`src/rtl/fetch_unit_pkg.sv`:
```
// Shared definitions for the fetch stage: extension-op codes, fetch state
// encoding and the default reset PC.
package fetch_unit_pkg;

  localparam logic [2:0] EXT_UI5    = 3'b000;
  localparam logic [2:0] EXT_SI12   = 3'b001;
  localparam logic [2:0] EXT_UI12   = 3'b010;
  localparam logic [2:0] EXT_SI20   = 3'b011;
  localparam logic [2:0] EXT_OFFS16 = 3'b100;
  localparam logic [2:0] EXT_OFFS26 = 3'b101;
  localparam logic [2:0] EXT_NONE   = 3'b111;

  localparam logic [31:0] RESET_PC_DEFAULT = 32'h1c00_0000;

  typedef enum logic [1:0] {
    ST_REQ  = 2'd0,
    ST_WAIT = 2'd1,
    ST_DROP = 2'd2,
    ST_HOLD = 2'd3
  } fetch_state_t;

endpackage

```
`src/rtl/fetch_unit_ext_op_decode.sv`:
```
// Combinational pre-decode of the immediate-extension op from a raw
// LoongArch32 instruction word; the earliest matching opcode class wins.
module ext_op_decode
  import fetch_unit_pkg::*;
(
  input  logic [31:0] i_inst,
  output logic [2:0]  o_ext_op
);

  logic [16:0] w_op17;
  logic [9:0]  w_op10;
  logic [6:0]  w_op7;
  logic [5:0]  w_op6;
  logic        w_unused_low;

  assign w_op17       = i_inst[31:15];
  assign w_op10       = i_inst[31:22];
  assign w_op7        = i_inst[31:25];
  assign w_op6        = i_inst[31:26];
  assign w_unused_low = ^i_inst[14:0];

  always_comb begin
    o_ext_op = EXT_NONE;
    if (w_op17 inside {17'h00081, 17'h00089, 17'h00091})
      o_ext_op = EXT_UI5;
    else if (w_op10 inside {10'h008, 10'h009, 10'h00A, 10'h0A0, 10'h0A1, 10'h0A2,
                            10'h0A4, 10'h0A5, 10'h0A6, 10'h0A8, 10'h0A9})
      o_ext_op = EXT_SI12;
    else if (w_op10 inside {10'h00D, 10'h00E, 10'h00F})
      o_ext_op = EXT_UI12;
    else if (w_op7 inside {7'h0A, 7'h0E})
      o_ext_op = EXT_SI20;
    else if (w_op6 inside {6'h13, 6'h16, 6'h17, 6'h18, 6'h19, 6'h1A, 6'h1B})
      o_ext_op = EXT_OFFS16;
    else if (w_op6 inside {6'h14, 6'h15})
      o_ext_op = EXT_OFFS26;
  end

endmodule

```
`src/rtl/fetch_unit.sv`:
```
// Instruction fetch stage: PC register, single-outstanding word read to
// instruction memory, redirect handling and a one-entry output holding stage.
module fetch_unit
  import fetch_unit_pkg::*;
#(
  parameter logic [31:0] RESET_PC = RESET_PC_DEFAULT
) (
  input  logic        clk,
  input  logic        rst,
  input  logic        redirect_valid,
  input  logic [31:0] redirect_pc,
  output logic        imem_req,
  output logic [31:0] imem_addr,
  input  logic        imem_gnt,
  input  logic        imem_rvalid,
  input  logic [31:0] imem_rdata,
  output logic        out_valid,
  input  logic        out_ready,
  output logic [31:0] out_pc,
  output logic [31:0] out_inst,
  output logic [25:0] out_imm_src,
  output logic [2:0]  out_ext_op
);

  fetch_state_t r_state, w_next_state;
  logic [31:0]  r_pc;
  logic [31:0]  r_out_pc;
  logic [31:0]  r_out_inst;
  logic [2:0]   r_out_ext_op;
  logic [2:0]   w_ext_op;
  logic [31:0]  w_redirect_pc;
  logic         w_capture;

  ext_op_decode u_ext_op_decode (
    .i_inst   (imem_rdata),
    .o_ext_op (w_ext_op)
  );

  assign w_redirect_pc = redirect_pc & ~32'h3;
  assign w_capture     = (r_state == ST_WAIT) && imem_rvalid && !redirect_valid;

  always_ff @(posedge clk or posedge rst) begin
    if (rst) r_state <= ST_REQ;
    else     r_state <= w_next_state;
  end

  always_comb begin
    w_next_state = r_state;
    case (r_state)
      ST_REQ: begin
        // A grant taken alongside a redirect still owes us a response.
        if (imem_gnt) w_next_state = redirect_valid ? ST_DROP : ST_WAIT;
      end
      ST_WAIT: begin
        if (imem_rvalid)         w_next_state = redirect_valid ? ST_REQ : ST_HOLD;
        else if (redirect_valid) w_next_state = ST_DROP;
      end
      ST_DROP: begin
        if (imem_rvalid) w_next_state = ST_REQ;
      end
      ST_HOLD: begin
        if (redirect_valid || out_ready) w_next_state = ST_REQ;
      end
      default: w_next_state = ST_REQ;
    endcase
  end

  always_comb begin
    imem_req  = (r_state == ST_REQ) && !rst;
    out_valid = (r_state == ST_HOLD);
  end

  always_ff @(posedge clk or posedge rst) begin
    if (rst)                 r_pc <= RESET_PC;
    else if (redirect_valid) r_pc <= w_redirect_pc;
    else if (w_capture)      r_pc <= r_pc + 32'd4;
  end

  always_ff @(posedge clk or posedge rst) begin
    if (rst) begin
      r_out_pc     <= '0;
      r_out_inst   <= '0;
      r_out_ext_op <= '0;
    end else if (w_capture) begin
      r_out_pc     <= r_pc;
      r_out_inst   <= imem_rdata;
      r_out_ext_op <= w_ext_op;
    end
  end

  assign imem_addr   = r_pc;
  assign out_pc      = r_out_pc;
  assign out_inst    = r_out_inst;
  assign out_imm_src = r_out_inst[25:0];
  assign out_ext_op  = r_out_ext_op;

endmodule
```
`config.mk`:
```
export PLATFORM = sky130hd
export DESIGN_NAME = fetch_unit
export DESIGN_NICKNAME = d
export VERILOG_FILES = /design/src/rtl/fetch_unit_pkg.sv /design/src/rtl/fetch_unit_ext_op_decode.sv /design/src/rtl/fetch_unit.sv
export SDC_FILE = /design/constraint.sdc
export NUM_CORES = 1
export LEC_CHECK = 0
export CORE_MARGIN = 1.5
export CORE_UTILIZATION = 30
export DETAILED_ROUTE_END_ITERATION = 8
export PLACE_DENSITY_LB_ADDON = 0.12
export SLEW_MARGIN = 20
export SYNTH_ARGS = -nofsm -noshare
export SYNTH_HDL_FRONTEND = slang
export SYNTH_SLANG_ARGS = --single-unit
```
`constraint.sdc`:
```
create_clock -name clk -period 4.5 [get_ports clk]
set_input_delay 0.9 -clock clk [delete_from_list [all_inputs] [get_ports clk]]
set_output_delay 0.9 -clock clk [all_outputs]
set_load 0.02 [all_outputs]
```
==> reports/results.txt <==
In the routed layout, each cell is associated on average with a via count of 4.787. The overall routing resource usage is 17.17%, and the initial antenna violation count is 0. The most used cell along the critical path was clkdlybuf4s50_1. Root buffer cell: clkbuf_16. Clock latency on the worst-skew pair, taken at its later pin, is 0.34 ns. The tools report the clock buffer count from CTS as 9. The number of cells traversed by the worst hold path was 2. Total congestion overflow: 0. The largest area contributor in the synthesized netlist is dfrtp_1. After detailed routing, the average wire length per cell comes to 15.58 um. For this block, the routed nets add up to 14.35 mm of wire. For the starting utilization of the core area, the log shows 31.10%.

In this run the critical register-to-register path is captured at imem_addr[28]. The worst path in the final design needs a cycle of 3.087 ns, including I/O delays and setup. The path class of the tightest hold or removal check is reg -> reg.

The peak ir drop on the vdd network was 217.9 uV; the netlist area before placement was 4781 um^2. Critical path class: in -> out. The number of endpoints failing setup at the final stage is 0, and the top achievable clock speed is 0.3240 GHz. The die covers 16700 um^2. By area the synthesized netlist is led by dfrtp_1 (49%), nand2_1 (17%), buf_4 (4.7%), or4_1 (2.4%), clkbuf_1 (2.1%). The number of cell instances on the worst register-to-register path is 4.

Along the worst path, the maximum fanout reaches 2. The arrival time at the worst endpoint was 2.19 ns. The detailed-route via count was 4409; the sequential fraction of the synthesis area was 50.85%.

The clock passes through at most 2 buffers. The tools report the core outline area as 15370 um^2. For the final count of pins violating max slew, the log shows 0. The analysis attributes to cell leakage a power of 0.002994 uW. The maximum cell stage delay along the critical path works out to 0.63 ns.

The synthesized netlist contains 55 unique library cells. The final-stage net count is 776, and the proportion of netlist area held by the largest area contributor is 49.20%. The flip-flop and latch count after synthesis works out to 97. Critical path data required time: 3.60 ns. The logs give 0 for the post-cts resize count and 0 for the max-cap violation count. For this run, the number of Yosys warnings is 0.

The number of instances in the synthesized netlist was 554; the count of antenna-violating nets left after detailed routing was 0. Power density of the placed cells: 590.1 nW/um^2. For the number of global-route vias before repair, the log shows 4173.

The critical path goes through clkdlybuf4s50_1 > nor3_1 > clkdlybuf4s50_1. The count of flip-flops with a built-in enable after synthesis was 0. TritonCTS built the clock tree.

The number of endpoints with negative hold slack in the final report came out at 0. After filler insertion, the fill cell instance count of the layout stands at 1512. The length of the first detailed-routing pass in iterations is 4, and the tightest slew margin relative to the limit is 46.87%. The synthesis-to-layout area growth came out at 46.45%. The number of H-tree branching levels is 3, and the buffering stage count on the worst path with inverters included is 2. The start of the worst register-to-register path was imem_addr[7]. The horizontal die dimension works out to 129.2 um. The final core area utilization was 45.55%. The end point of the most critical hold path is out_pc[28]. Source of the worst hold timing path: out_pc[28]. For this design, the CTS-stage hold fixing added 0 buffers. Once detailed placement completed, the half-perimeter wirelength came to 9.983 mm. The tools report the diode insertion count for antenna repair as 0. The largest net degree at the start of global routing came out at 82.

Port buffering added 190 buffers. Setup total negative slack on the finished layout was measured at 0 ns. For the final database, setup skew stands at 0.005738 ns. Cells with a size suffix above 1 make up 4.507% of the layout.

The die outline height was 129.2 um. The violation count after the first detailed-routing iteration came out at 194. In this run the count of I/O pins placed on the die edge is 197. The number of buffers inserted to repair setup after CTS was 0; the mean post-synth cell area was 8.630 um^2. Transition time at the pin with the least slew margin: 0.7970 ns. Nature of the critical path endpoint: a primary output. The nature of the critical path startpoint is an input port. The async set-reset flop share out of synthesis was 100.0%.

The setup check on the worst reg-to-reg path leaves a slack of 2.32 ns. Dividing the final minimum period by the clock period gives 68.59%. The number of clock sinks came out at 97.

After detailed routing, the number of remaining DRC violations is 0. The row count is 45. Setup repair after global routing left no endpoint under its margin. Among all stages on the critical path, the largest delay is contributed by clkdlybuf4s50_1. The clock-pin transition on the worst setup and hold timing paths came out at 0.06 ns. The wire length of the first global-routing pass is 22.19 mm. The most used flip-flop cell after synthesis is dfrtp_1. The congestion estimate from routability-driven global placement came to 0.7348. The run finished with clean final reports. On the critical path the largest part of the delay comes from buffers and inverters.
[placed cells by master, fill, tap and decap left out, drive strengths merged, types with 2 or more instances in the layout]
| cell | synthesis | layout |
|---|---|---|
| nor2 | 11 | 11 |
| xor2 | 5 | 5 |
| a21oi | 3 | 3 |
| dfrtp | 94 | 94 |
| conb | 1 | 4 |
| inv | 5 | 5 |
| o41ai | 2 | 2 |
| nor4 | 9 | 9 |
| buf | 33 | 7 |
| o31ai | 10 | 10 |
| o211ai | 7 | 7 |
| nand4 | 10 | 10 |
| or3 | 3 | 3 |
| or4 | 17 | 17 |
| clkbuf | 27 | 14 |
| o21ai | 20 | 20 |
| a31oi | 9 | 9 |
| nand2b | 5 | 5 |
| clkdlybuf4s50 | 0 | 190 |
| or2 | 3 | 3 |
| dfstp | 3 | 3 |
| a211oi | 2 | 2 |
| o31a | 2 | 2 |
| and3 | 5 | 5 |
| xnor2 | 6 | 6 |
| nand2 | 212 | 212 |
| bufinv | 0 | 2 |
| o311ai | 2 | 2 |
| nand3b | 2 | 2 |
| nor3 | 4 | 4 |
| nor2b | 5 | 5 |
| nand3 | 18 | 18 |
[logic make-up (layout without fill, tap and decap cells)]
family,after synthesis,in the layout,share of synthesized area [%]
AND/OR/NAND/NOR,311,311,29.60
flip-flops,97,97,50.85
AO/OA/AOI/OAI,66,66,9.239
buffers and inverters,66,219,7.747
XOR/XNOR,11,11,2.015
adder cells (fa/ha/maj),1,1,0.2617
other,1,4,0.07844
multiplexers,1,1,0.2094
[power breakdown]
group | internal, uW | switching [uW]
registers | 1180 | 239
logic | 904 | 954
clock network | 519 | 332
[per-layer routing]
metal / GRT usage (%) / routed length [um]
met2: 28.22 / 6673
met3: 3.799 / 845
met1: 22.54 / 6662
met4: 5.552 / 165
met5: 0 / 0
[stage by stage]
| stage | setup WS (ns) | power, uW | hold slack [ns] | instances | area (um^2) |
|---|---|---|---|---|---|
| 2_1_floorplan | 1.071 | 2432 | 0.5064 | 557 | 4792 |
| 3_3_place_gp | 1.432 | 3289 | 0.4589 | 905 | 6675 |
| 3_5_place_dp | 1.407 | 3319 | 0.4627 | 905 | 6675 |
| 4_1_cts | 1.446 | 4181 | 0.4794 | 921 | 6999 |
| 5_1_grt | 1.331 | 4372 | 0.4974 | 921 | 7002 |
| 6_report | 1.413 | 4132 | 0.4713 | 921 | 7002 |
[cells in the mapped netlist (2+ instances only)]
library cell,number
a211oi_1,2
a21oi_1,3
a31oi_1,9
and3_1,5
buf_2,2
buf_4,30
clkbuf_1,27
dfrtp_1,94
dfstp_2,3
inv_1,5
nand2_1,212
nand2b_1,5
nand3_1,17
nand3b_1,2
nand4_1,10
nor2_1,11
nor2b_1,5
nor3_1,4
nor4_1,9
o211ai_1,7
o21ai_0,20
o31a_1,2
o31ai_1,10
o41ai_1,2
or2_2,2
or3_1,3
or4_1,15
or4_4,2
xnor2_1,6
xor2_1,5
[layout make-up]
type | instances | area (um^2) | share of cell area (%)
inverter | 6 | 27.53 | 0.3931
clock inverter | 2 | 60.06 | 0.8578
timing repair buffer | 197 | 1954 | 27.91
tap | 211 | 264.0 | 3.771
sequential | 97 | 2431 | 34.72
multi-input combinational | 394 | 2001 | 28.57
clock buffer | 14 | 264.0 | 3.771
[registers in the layout, indices dropped and copies added (netlist names)]
name / flops
imem_addr: 30
out_pc: 30
r_state: 2
out_ext_op: 3
out_inst: 32
[worst max path at each step]
stage | start | to | slack [ns] | depth (start not counted)
6_report | rst | imem_req | 1.41 | 3
4_1_cts | rst | imem_req | 1.45 | 3
3_3_place_gp | imem_rvalid | imem_addr[17] | 1.43 | 6
2_1_floorplan | rst | imem_addr[10] | 1.07 | 1
3_5_place_dp | imem_rvalid | imem_addr[17] | 1.41 | 6
5_1_grt | rst | imem_req | 1.33 | 3
[worst register-to-register path, delay by kind of cell, from the launching register on]
| family | cells | cell delay, ns |
|---|---|---|
| AO/OA/AOI/OAI | 1 | 0.19 |
| AND/OR/NAND/NOR | 3 | 1.42 |
| flip-flops | 1 | 0.50 |
Note: power is estimated with default switching activity, not from simulation.
